<file path="src/rtl/target_sync_ctrl_pkg.sv">
// Shared constants, layer-size helpers and FSM states for the online-to-target
// weight copy controller.
package target_sync_ctrl_pkg;

    localparam int WEIGHT_ADDR_WIDTH = 11;

    localparam int LAYER_H1  = 1;
    localparam int LAYER_H2  = 2;
    localparam int LAYER_OUT = 3;

    // Every layer holds one weight per (node, input) pair plus one bias per node.
    function automatic int layer1_size(input int n_in, input int n_h1);
        return n_h1 * (n_in + 1);
    endfunction

    function automatic int layer2_size(input int n_h1, input int n_h2);
        return n_h2 * (n_h1 + 1);
    endfunction

    function automatic int layer3_size(input int n_h2, input int n_out);
        return n_out * (n_h2 + 1);
    endfunction

    function automatic int total_weights(input int n_in, input int n_h1,
                                         input int n_h2, input int n_out);
        return layer1_size(n_in, n_h1) + layer2_size(n_h1, n_h2)
             + layer3_size(n_h2, n_out);
    endfunction

    typedef enum logic [2:0] {
        ST_IDLE,
        ST_WAIT_FW,
        ST_ISSUE,
        ST_DRAIN,
        ST_DONE
    } sync_state_t;

endpackage

</file>
<file path="src/rtl/target_sync_ctrl_sync_step_counter.sv">
// Training-step counter that raises sync triggers and remembers them in a
// single pending flag until the copy FSM consumes it.
module sync_step_counter #(
    parameter int SYNC_PERIOD = 100,
    parameter int CNT_WIDTH   = $clog2(SYNC_PERIOD + 1)
) (
    input  logic                 clk,
    input  logic                 rst_n,
    input  logic                 step_valid,
    input  logic                 force_sync,
    input  logic                 clear_pending,
    output logic [CNT_WIDTH-1:0] step_count,
    output logic                 pending
);

    localparam logic [CNT_WIDTH-1:0] LAST_COUNT = CNT_WIDTH'(SYNC_PERIOD - 1);

    logic trigger;

    assign trigger = force_sync || (step_valid && (step_count == LAST_COUNT));

    always_ff @(posedge clk or negedge rst_n) begin
        if (!rst_n) begin
            step_count <= '0;
        end else if (force_sync) begin
            step_count <= '0;
        end else if (step_valid) begin
            step_count <= (step_count == LAST_COUNT) ? '0 : step_count + 1'b1;
        end
    end

    // A trigger landing in the same cycle the FSM consumes the flag must survive.
    always_ff @(posedge clk or negedge rst_n) begin
        if (!rst_n) begin
            pending <= 1'b0;
        end else if (trigger) begin
            pending <= 1'b1;
        end else if (clear_pending) begin
            pending <= 1'b0;
        end
    end

endmodule

</file>
<file path="src/rtl/target_sync_ctrl.sv">
// Copies every online-network weight into the target network, one read per
// cycle, every SYNC_PERIOD training steps or on a forced request.
module target_sync_ctrl
    import target_sync_ctrl_pkg::*;
#(
    parameter int DATA_WIDTH                    = 32,
    parameter int LAYER_WIDTH                   = 2,
    parameter int NUMBER_OF_INPUT_NODE          = 2,
    parameter int NUMBER_OF_HIDDEN_NODE_LAYER_1 = 32,
    parameter int NUMBER_OF_HIDDEN_NODE_LAYER_2 = 32,
    parameter int NUMBER_OF_OUTPUT_NODE         = 3,
    parameter int SYNC_PERIOD                   = 100
) (
    input  logic                                 clk,
    input  logic                                 rst_n,
    input  logic                                 i_step_valid,
    input  logic                                 i_force_sync,
    input  logic                                 i_fw_busy,
    output logic                                 o_src_rd_valid,
    output logic [LAYER_WIDTH-1:0]               o_src_rd_layer,
    output logic [WEIGHT_ADDR_WIDTH-1:0]         o_src_rd_addr,
    input  logic                                 i_src_valid,
    input  logic [LAYER_WIDTH-1:0]               i_src_layer,
    input  logic [WEIGHT_ADDR_WIDTH-1:0]         i_src_addr,
    input  logic [DATA_WIDTH-1:0]                i_src_weight,
    output logic                                 o_dst_wr_valid,
    output logic [LAYER_WIDTH-1:0]               o_dst_layer,
    output logic [WEIGHT_ADDR_WIDTH-1:0]         o_dst_addr,
    output logic [DATA_WIDTH-1:0]                o_dst_weight,
    output logic                                 o_sync_busy,
    output logic                                 o_sync_done,
    output logic [$clog2(SYNC_PERIOD + 1)-1:0]   o_step_count
);

    localparam int CNT_WIDTH  = $clog2(SYNC_PERIOD + 1);
    localparam int L1 = layer1_size(NUMBER_OF_INPUT_NODE, NUMBER_OF_HIDDEN_NODE_LAYER_1);
    localparam int L2 = layer2_size(NUMBER_OF_HIDDEN_NODE_LAYER_1, NUMBER_OF_HIDDEN_NODE_LAYER_2);
    localparam int L3 = layer3_size(NUMBER_OF_HIDDEN_NODE_LAYER_2, NUMBER_OF_OUTPUT_NODE);
    localparam int TOTAL = L1 + L2 + L3;
    localparam int RECV_WIDTH = $clog2(TOTAL + 1);

    localparam logic [WEIGHT_ADDR_WIDTH-1:0] L1_LAST = WEIGHT_ADDR_WIDTH'(L1 - 1);
    localparam logic [WEIGHT_ADDR_WIDTH-1:0] L2_LAST = WEIGHT_ADDR_WIDTH'(L2 - 1);
    localparam logic [WEIGHT_ADDR_WIDTH-1:0] L3_LAST = WEIGHT_ADDR_WIDTH'(L3 - 1);
    localparam logic [LAYER_WIDTH-1:0] CODE_H1  = LAYER_WIDTH'(LAYER_H1);
    localparam logic [LAYER_WIDTH-1:0] CODE_H2  = LAYER_WIDTH'(LAYER_H2);
    localparam logic [LAYER_WIDTH-1:0] CODE_OUT = LAYER_WIDTH'(LAYER_OUT);
    localparam logic [RECV_WIDTH-1:0]  RECV_ALL = RECV_WIDTH'(TOTAL);

    sync_state_t                  state;
    logic                         pending;
    logic                         start_copy;
    logic                         accept;
    logic                         last_of_layer;
    logic [WEIGHT_ADDR_WIDTH-1:0] last_addr;
    logic [RECV_WIDTH-1:0]        recv_count;
    logic [CNT_WIDTH-1:0]         step_count;

    sync_step_counter #(
        .SYNC_PERIOD (SYNC_PERIOD),
        .CNT_WIDTH   (CNT_WIDTH)
    ) u_step_counter (
        .clk           (clk),
        .rst_n         (rst_n),
        .step_valid    (i_step_valid),
        .force_sync    (i_force_sync),
        .clear_pending (start_copy),
        .step_count    (step_count),
        .pending       (pending)
    );

    assign o_step_count = step_count;

    // Feed-forward busy only gates the start of a copy, never a copy already running.
    assign start_copy = pending && !i_fw_busy
                     && ((state == ST_IDLE) || (state == ST_WAIT_FW) || (state == ST_DONE));
    assign accept     = i_src_valid && ((state == ST_ISSUE) || (state == ST_DRAIN));

    always_comb begin
        last_addr = L3_LAST;
        if (o_src_rd_layer == CODE_H1) begin
            last_addr = L1_LAST;
        end else if (o_src_rd_layer == CODE_H2) begin
            last_addr = L2_LAST;
        end
    end

    assign last_of_layer = (o_src_rd_addr == last_addr);

    always_ff @(posedge clk or negedge rst_n) begin
        if (!rst_n) begin
            state          <= ST_IDLE;
            o_src_rd_valid <= 1'b0;
            o_src_rd_layer <= '0;
            o_src_rd_addr  <= '0;
            o_sync_busy    <= 1'b0;
            o_sync_done    <= 1'b0;
            recv_count     <= '0;
        end else begin
            o_sync_done <= 1'b0;
            if (accept) begin
                recv_count <= recv_count + 1'b1;
            end
            case (state)
                ST_IDLE, ST_WAIT_FW, ST_DONE: begin
                    if (start_copy) begin
                        state          <= ST_ISSUE;
                        o_src_rd_valid <= 1'b1;
                        o_src_rd_layer <= CODE_H1;
                        o_src_rd_addr  <= '0;
                        o_sync_busy    <= 1'b1;
                        recv_count     <= '0;
                    end else if (pending) begin
                        state       <= ST_WAIT_FW;
                        o_sync_busy <= 1'b1;
                    end else begin
                        state       <= ST_IDLE;
                        o_sync_busy <= 1'b0;
                    end
                end
                ST_ISSUE: begin
                    if (last_of_layer && (o_src_rd_layer == CODE_OUT)) begin
                        state          <= ST_DRAIN;
                        o_src_rd_valid <= 1'b0;
                        o_src_rd_layer <= '0;
                        o_src_rd_addr  <= '0;
                    end else if (last_of_layer) begin
                        o_src_rd_layer <= o_src_rd_layer + 1'b1;
                        o_src_rd_addr  <= '0;
                    end else begin
                        o_src_rd_addr <= o_src_rd_addr + 1'b1;
                    end
                end
                ST_DRAIN: begin
                    if (recv_count == RECV_ALL) begin
                        state       <= ST_DONE;
                        o_sync_done <= 1'b1;
                    end
                end
                default: begin
                    state          <= ST_IDLE;
                    o_src_rd_valid <= 1'b0;
                    o_sync_busy    <= 1'b0;
                end
            endcase
        end
    end

    // Returned words are forwarded untouched; only the strobe depends on the FSM.
    always_ff @(posedge clk or negedge rst_n) begin
        if (!rst_n) begin
            o_dst_wr_valid <= 1'b0;
            o_dst_layer    <= '0;
            o_dst_addr     <= '0;
            o_dst_weight   <= '0;
        end else begin
            o_dst_wr_valid <= accept;
            if (accept) begin
                o_dst_layer  <= i_src_layer;
                o_dst_addr   <= i_src_addr;
                o_dst_weight <= i_src_weight;
            end
        end
    end

endmodule

</file>
<file path="config.mk">
export PLATFORM = sky130hd
export DESIGN_NAME = target_sync_ctrl
export DESIGN_NICKNAME = d
export VERILOG_FILES = /design/src/rtl/target_sync_ctrl_pkg.sv /design/src/rtl/target_sync_ctrl_sync_step_counter.sv /design/src/rtl/target_sync_ctrl.sv
export SDC_FILE = /design/constraint.sdc
export NUM_CORES = 1
export LEC_CHECK = 0
export ABC_AREA = 0
export CORE_UTILIZATION = 45
export DETAILED_ROUTE_END_ITERATION = 8
export PLACE_DENSITY_LB_ADDON = 0.08
export RECOVER_POWER = 25
export SKIP_CTS_REPAIR_TIMING = 1
export SLEW_MARGIN = 40
export SYNTH_ARGS = -nofsm -noshare
export SYNTH_HDL_FRONTEND = slang
export SYNTH_HIERARCHICAL = 1
export SYNTH_SLANG_ARGS = --single-unit
</file>
<file path="constraint.sdc">
create_clock -name clk -period 3 [get_ports clk]
set_clock_uncertainty 0.1 [all_clocks]
set_input_delay 0.6 -clock clk [delete_from_list [all_inputs] [get_ports clk]]
set_output_delay 0.6 -clock clk [all_outputs]
set_load 0.05 [all_outputs]
</file>
# After elaboration in Yosys (flattened, before gate mapping)
# Index checks and enable logic that the tools add are counted.
# op_classes
add_sub_neg	4
eq_ne	14
muxes	31
bitwise	1
n_reduce_logical	20
# op_table
op	n
11-bit 2-to-1 mux	8
11-bit by 1-bit adder with 11-bit output, second input constant	2
11-bit case mux with 2 select lines	1
7-bit 2-to-1 mux	3
11-bit == test	1
11-bit == test, second input constant	1
1-bit 2-to-1 mux	9
3-bit case mux with 3 select lines	1
2-bit 2-to-1 mux	4
7-bit by 1-bit adder with 7-bit output, second input constant	1
7-bit == test, second input constant	1
3-bit by 2-bit == test with 1-bit output, second input constant	2
3-bit 2-to-1 mux	2
3-bit AND reduction	2
2-bit nonzero test	3
1-bit logical AND	5
2-bit == test, second input constant	2
1-bit logical OR	4
2-bit by 1-bit != test with 1-bit output, second input constant	2
2-bit case mux with 2 select lines	1
2-bit AND reduction	2
3-bit by 1-bit == test with 1-bit output, second input constant	1
3-bit == test, second input constant	1
3-bit logical NOT	1
other kinds (10)	10
# totals
register_bits	84
inputBits	51
out_inout_bits	69
word_cells	83

# Logic depth before layout (Yosys ltp)
# depth
ltp_word	7
ltp_mapped	7
depth_no_buf	6

# By module
# The synthesis kept the hierarchy.
# by_module_without_submodules
mod	instances	cells_each	area_per_inst_um2	seq_area_each_um2
target_sync_ctrl	1	361	3402.0	1901.8
sync_step_counter	1	42	432.9	200.2

# Worst setup path after synthesis
# Ideal clock, no wire load.
# synth_path
path_type	reg2reg
from	reg o_src_rd_layer[0]
to	reg o_src_rd_addr[4]
setup_ns	0.126
arrival_ns	2.235
required_time_ns	2.774
setup_slack_ns	0.539
path_stages_with_launch	7
path_buffers	0
synth_period_minus_slack_ns	2.461
path_cell_list	dfrtp_1 > inv_1 > ha_1 > or4bb_1 > o22ai_4 > a21oi_2 > a311o_1
# synth_between
elab_chain_len	7
word_cells_on_any_way	10
classes_between	eq/ne: 4; mux: 5; reduce/logical: 1
# synth_lines
element	line	source
start: declaration	target_sync_ctrl.sv:20	output logic [LAYER_WIDTH-1:0] o_src_rd_layer,
start signal: assignment	target_sync_ctrl.sv:128	o_src_rd_layer <= o_src_rd_layer + 1'b1;
2-bit == test	target_sync_ctrl.sv:83	end else if (o_src_rd_layer == CODE_H2) begin
11-bit 2-to-1 mux	target_sync_ctrl.sv:83	
11-bit 2-to-1 mux	target_sync_ctrl.sv:81	if (o_src_rd_layer == CODE_H1) begin
11-bit == test	target_sync_ctrl.sv:88	assign last_of_layer = (o_src_rd_addr == last_addr);
11-bit 2-to-1 mux or 1-bit logical AND (tied branches)	target_sync_ctrl.sv:127, target_sync_ctrl.sv:122	
11-bit 2-to-1 mux (*)	target_sync_ctrl.sv:122	if (last_of_layer && (o_src_rd_layer == CODE_OUT)) begin
11-bit case mux with 2 select lines (*)	target_sync_ctrl.sv:104	case (state)
end signal: assignment	target_sync_ctrl.sv:131	o_src_rd_addr <= o_src_rd_addr + 1'b1;
end: declaration	target_sync_ctrl.sv:21	output logic [WEIGHT_ADDR_WIDTH-1:0] o_src_rd_addr,
# Every way passes the cells marked *; elsewhere a longest branch is shown, timed or not.
# A chain may end at the register's enable or synchronous reset.

# Worst setup path in the final report
# layout_path
from	reg o_src_rd_addr[4]
to	out o_src_rd_addr[4]
# No word-level cell between the ends.

==> results.json <==
{
  "reg2reg_to": "o_src_rd_addr[4]",
  "synth_compound_area_frac": 0.0962,
  "period_share": 0.820,
  "synth_top_area_frac": 0.548,
  "grt_remaining_overflow": 0,
  "avgSynthCellArea_sq_um": 9.52,
  "power_density_nw_per_um2": 536,
  "post_drt_wl_per_cell_microns": 14.1,
  "fin_nets": 577,
  "clkTransAtPathRegs_ns": 0.08,
  "worstSetupPathType": "register to output pin",
  "cts_tree": "yes",
  "synth_fa_ha_area_frac": 0.0163,
  "hold_class": "primary input to async pin",
  "worstPathCellList": "clkdlybuf4s50_1",
  "fin_crit_ns": 2.46,
  "grt_pass1_vias": 3112,
  "synthMuxAreaShare": 0.00555,
  "path_delay_family": "buffers and inverters",
  "synth_cell_types": 60,
  "drt-initial-drc-count": 126,
  "coreArea_sq_um": 8220,
  "hold_ws_ns": 0.362,
  "tns_ns": 0,
  "final_cell_mix": "nand2_1 (151), clkdlybuf4s50_1 (118), dfrtp_1 (84), a21oi_1 (15)",
  "synth.area.top_cells": "dfrtp_1 (55%), nand2_1 (15%), a21oi_1 (2.0%), ha_1 (1.6%), nand3_1 (1.6%)",
  "core.rowCount": 33,
  "status": "completed",
  "ys_seq_area_frac": 0.548,
  "netlist_area_sq_um": 3830,
  "critPathMaxStageDelay_ns": 0.87,
  "vdd_drop_max_mv": 0.308,
  "die_h_microns": 94.3,
  "synth_top_cell_by_area": "dfrtp_1",
  "worstMarginPinSlew_ns": 1.12,
  "rsz0062_at_grt": "no",
  "ys_ff_latch": 84,
  "track_usage": 0.206,
  "synthSimpleGateAreaFrac": 0.282,
  "finalMaxSlewViolations": 0,
  "start_kind": "register",
  "final_antenna_net_count": 0,
  "htreeDepth": 3,
  "chipWidth_microns": 94.3,
  "cpMaxStageDelayCell": "clkdlybuf4s50_1",
  "rrSetupSlack_ns": 0.75,
  "setup_viol": 0,
  "synth_edf_count": 0,
  "cp.required_ns": 2.30,
  "r2r_start": "o_src_rd_layer[0]",
  "cp_data_arrival_time_ns": 1.76,
  "antenna_found_initial": 0,
  "cp-end-kind": "output pin",
  "routed_wl_mm": 8.86,
  "hold_viol_final": 0,
  "grt_pass1_wl_mm": 14.3,
  "die_area_sq_um": 8900,
  "syn2layout_area_growth_pct": 39.0,
  "synth_top_family_by_area": "simple AND/OR/NAND/NOR gates",
  "ys_warn_count": 6,
  "layout_commonest_cell": "nand2_1",
  "netlist_instances": 403,
  "dr.pass1.iters": 4,
  "synth_fp_nets": 459,
  "numPortBuffers": 119,
  "via_count": 3258,
  "drv_cap": 0,
  "synthArstFlopShare": 1.00,
  "reg2reg_depth": 6,
  "leakage_nw": 2.40,
  "clock_sinks": 84,
  "path_buf_inv": 1,
  "drive_above_1_share": 0.0781,
  "place_inst": 615,
  "ios": 120,
  "clockBufferDepth": 2,
  "place_congestion": 0.780,
  "cts-root-buf": "clkbuf_8",
  "relSlewSlack": 0.252,
  "drcViolationCount": 0,
  "layout.cells.non_filler": 630,
  "dominantRegCellSynth": "dfrtp_1",
  "via_per_inst": 5.17,
  "cp_max_fo": 11,
  "start_util": 0.467,
  "dpl.hpwl_mm": 6.15,
  "cts_made_buffers": 9,
  "grt_start_max_net_pins": 52,
  "fmax_ghz": 0.406,
  "num_antenna_cells": 0,
  "yosys.area_share.xor_xnor": 0.0206,
  "clock_latency_ns": 0.34
}
## routing by layer
metal	routed length, microns	GRT usage
met5	0	0
met2	4410	0.350
met3	538	0.0518
met1	3830	0.262
met4	79	0.0538
## registers in the layout, indices dropped and copies added, names as in the netlist
name,cells
o_dst_layer,2
recv_count,11
state,3
o_src_rd_addr,11
o_src_rd_layer,2
o_sync_busy,1
u_step_counter/step_count,7
o_dst_addr,11
o_sync_done,1
u_step_counter/pending,1
o_dst_wr_valid,1
o_src_rd_valid,1
o_dst_weight,32
## power by group
group          switching [W]  leakage [nW]  internal [W]
sequential         0.0000816          1.04       0.00123
combinational       0.000363          1.23      0.000225
clock               0.000388         0.122      0.000569
## Yosys cell counts, types with 2 or more instances
cell      number
nor2_1        12
xor2_1         4
o21ai_0        8
a21oi_2        3
nor2b_1        4
buf_2          5
buf_6          3
inv_1          8
nor4_1         2
or3_1          6
nand3_1       12
ha_1           5
nand2b_1       2
nor3_1         2
xnor2_1        5
clkbuf_1       6
or4_1          4
nand3b_1       4
nand2_1      151
nor4b_1        2
or2_2          2
nor3b_1        3
o31ai_1        6
a21oi_1       15
buf_1          2
nand4_1        8
o211ai_1       3
dfrtp_1       84
## logic make-up after synthesis
family	count (synthesis)
AOI/OAI and AO/OA	50
muxes	2
buffers and inverters	24
xor gates and xnor gates	9
DFF	84
adders and majority gates	5
and+or+nand+nor	229
## how the worst max path moves through the flow
stage	endpoint	depth (start not counted)	from	slack, ns
finish	o_src_rd_addr[4]	1	o_src_rd_addr[4]	0.54
detailed placement	o_src_rd_addr[8]	6	i_fw_busy	0.44
floorplan	o_src_rd_addr[4]	6	o_src_rd_layer[0]	0.54
CTS	o_src_rd_addr[4]	1	o_src_rd_addr[4]	0.53
global placement	o_src_rd_addr[8]	6	i_fw_busy	0.48
global route	o_src_rd_addr[4]	1	o_src_rd_addr[4]	0.50
## layout make-up
type | count | area [sq um]
Multi-Input combinational cell | 295 | 1610
Sequential cell | 84 | 2100
Clock inverter | 5 | 100
Fill cell | 708 | 2890
Inverter | 8 | 30.0
Clock buffer | 10 | 138
Timing Repair Buffer | 123 | 1210
Tap cell | 105 | 131
## stage by stage
step / total power [W] / utilization / worst slack, ns / instance area [sq um]
2_1_floorplan: 0.00167 / - / 0.539 / 3830
3_3_place_gp: 0.00192 / 0.622 / 0.475 / 5110
3_5_place_dp: 0.00193 / 0.622 / 0.439 / 5110
4_1_cts: 0.00289 / 0.651 / 0.530 / 5350
5_1_grt: 0.00299 / 0.649 / 0.496 / 5330
6_report: 0.00285 / 0.649 / 0.539 / 5330
No activity file was read; power rests on OpenSTA's default activity.
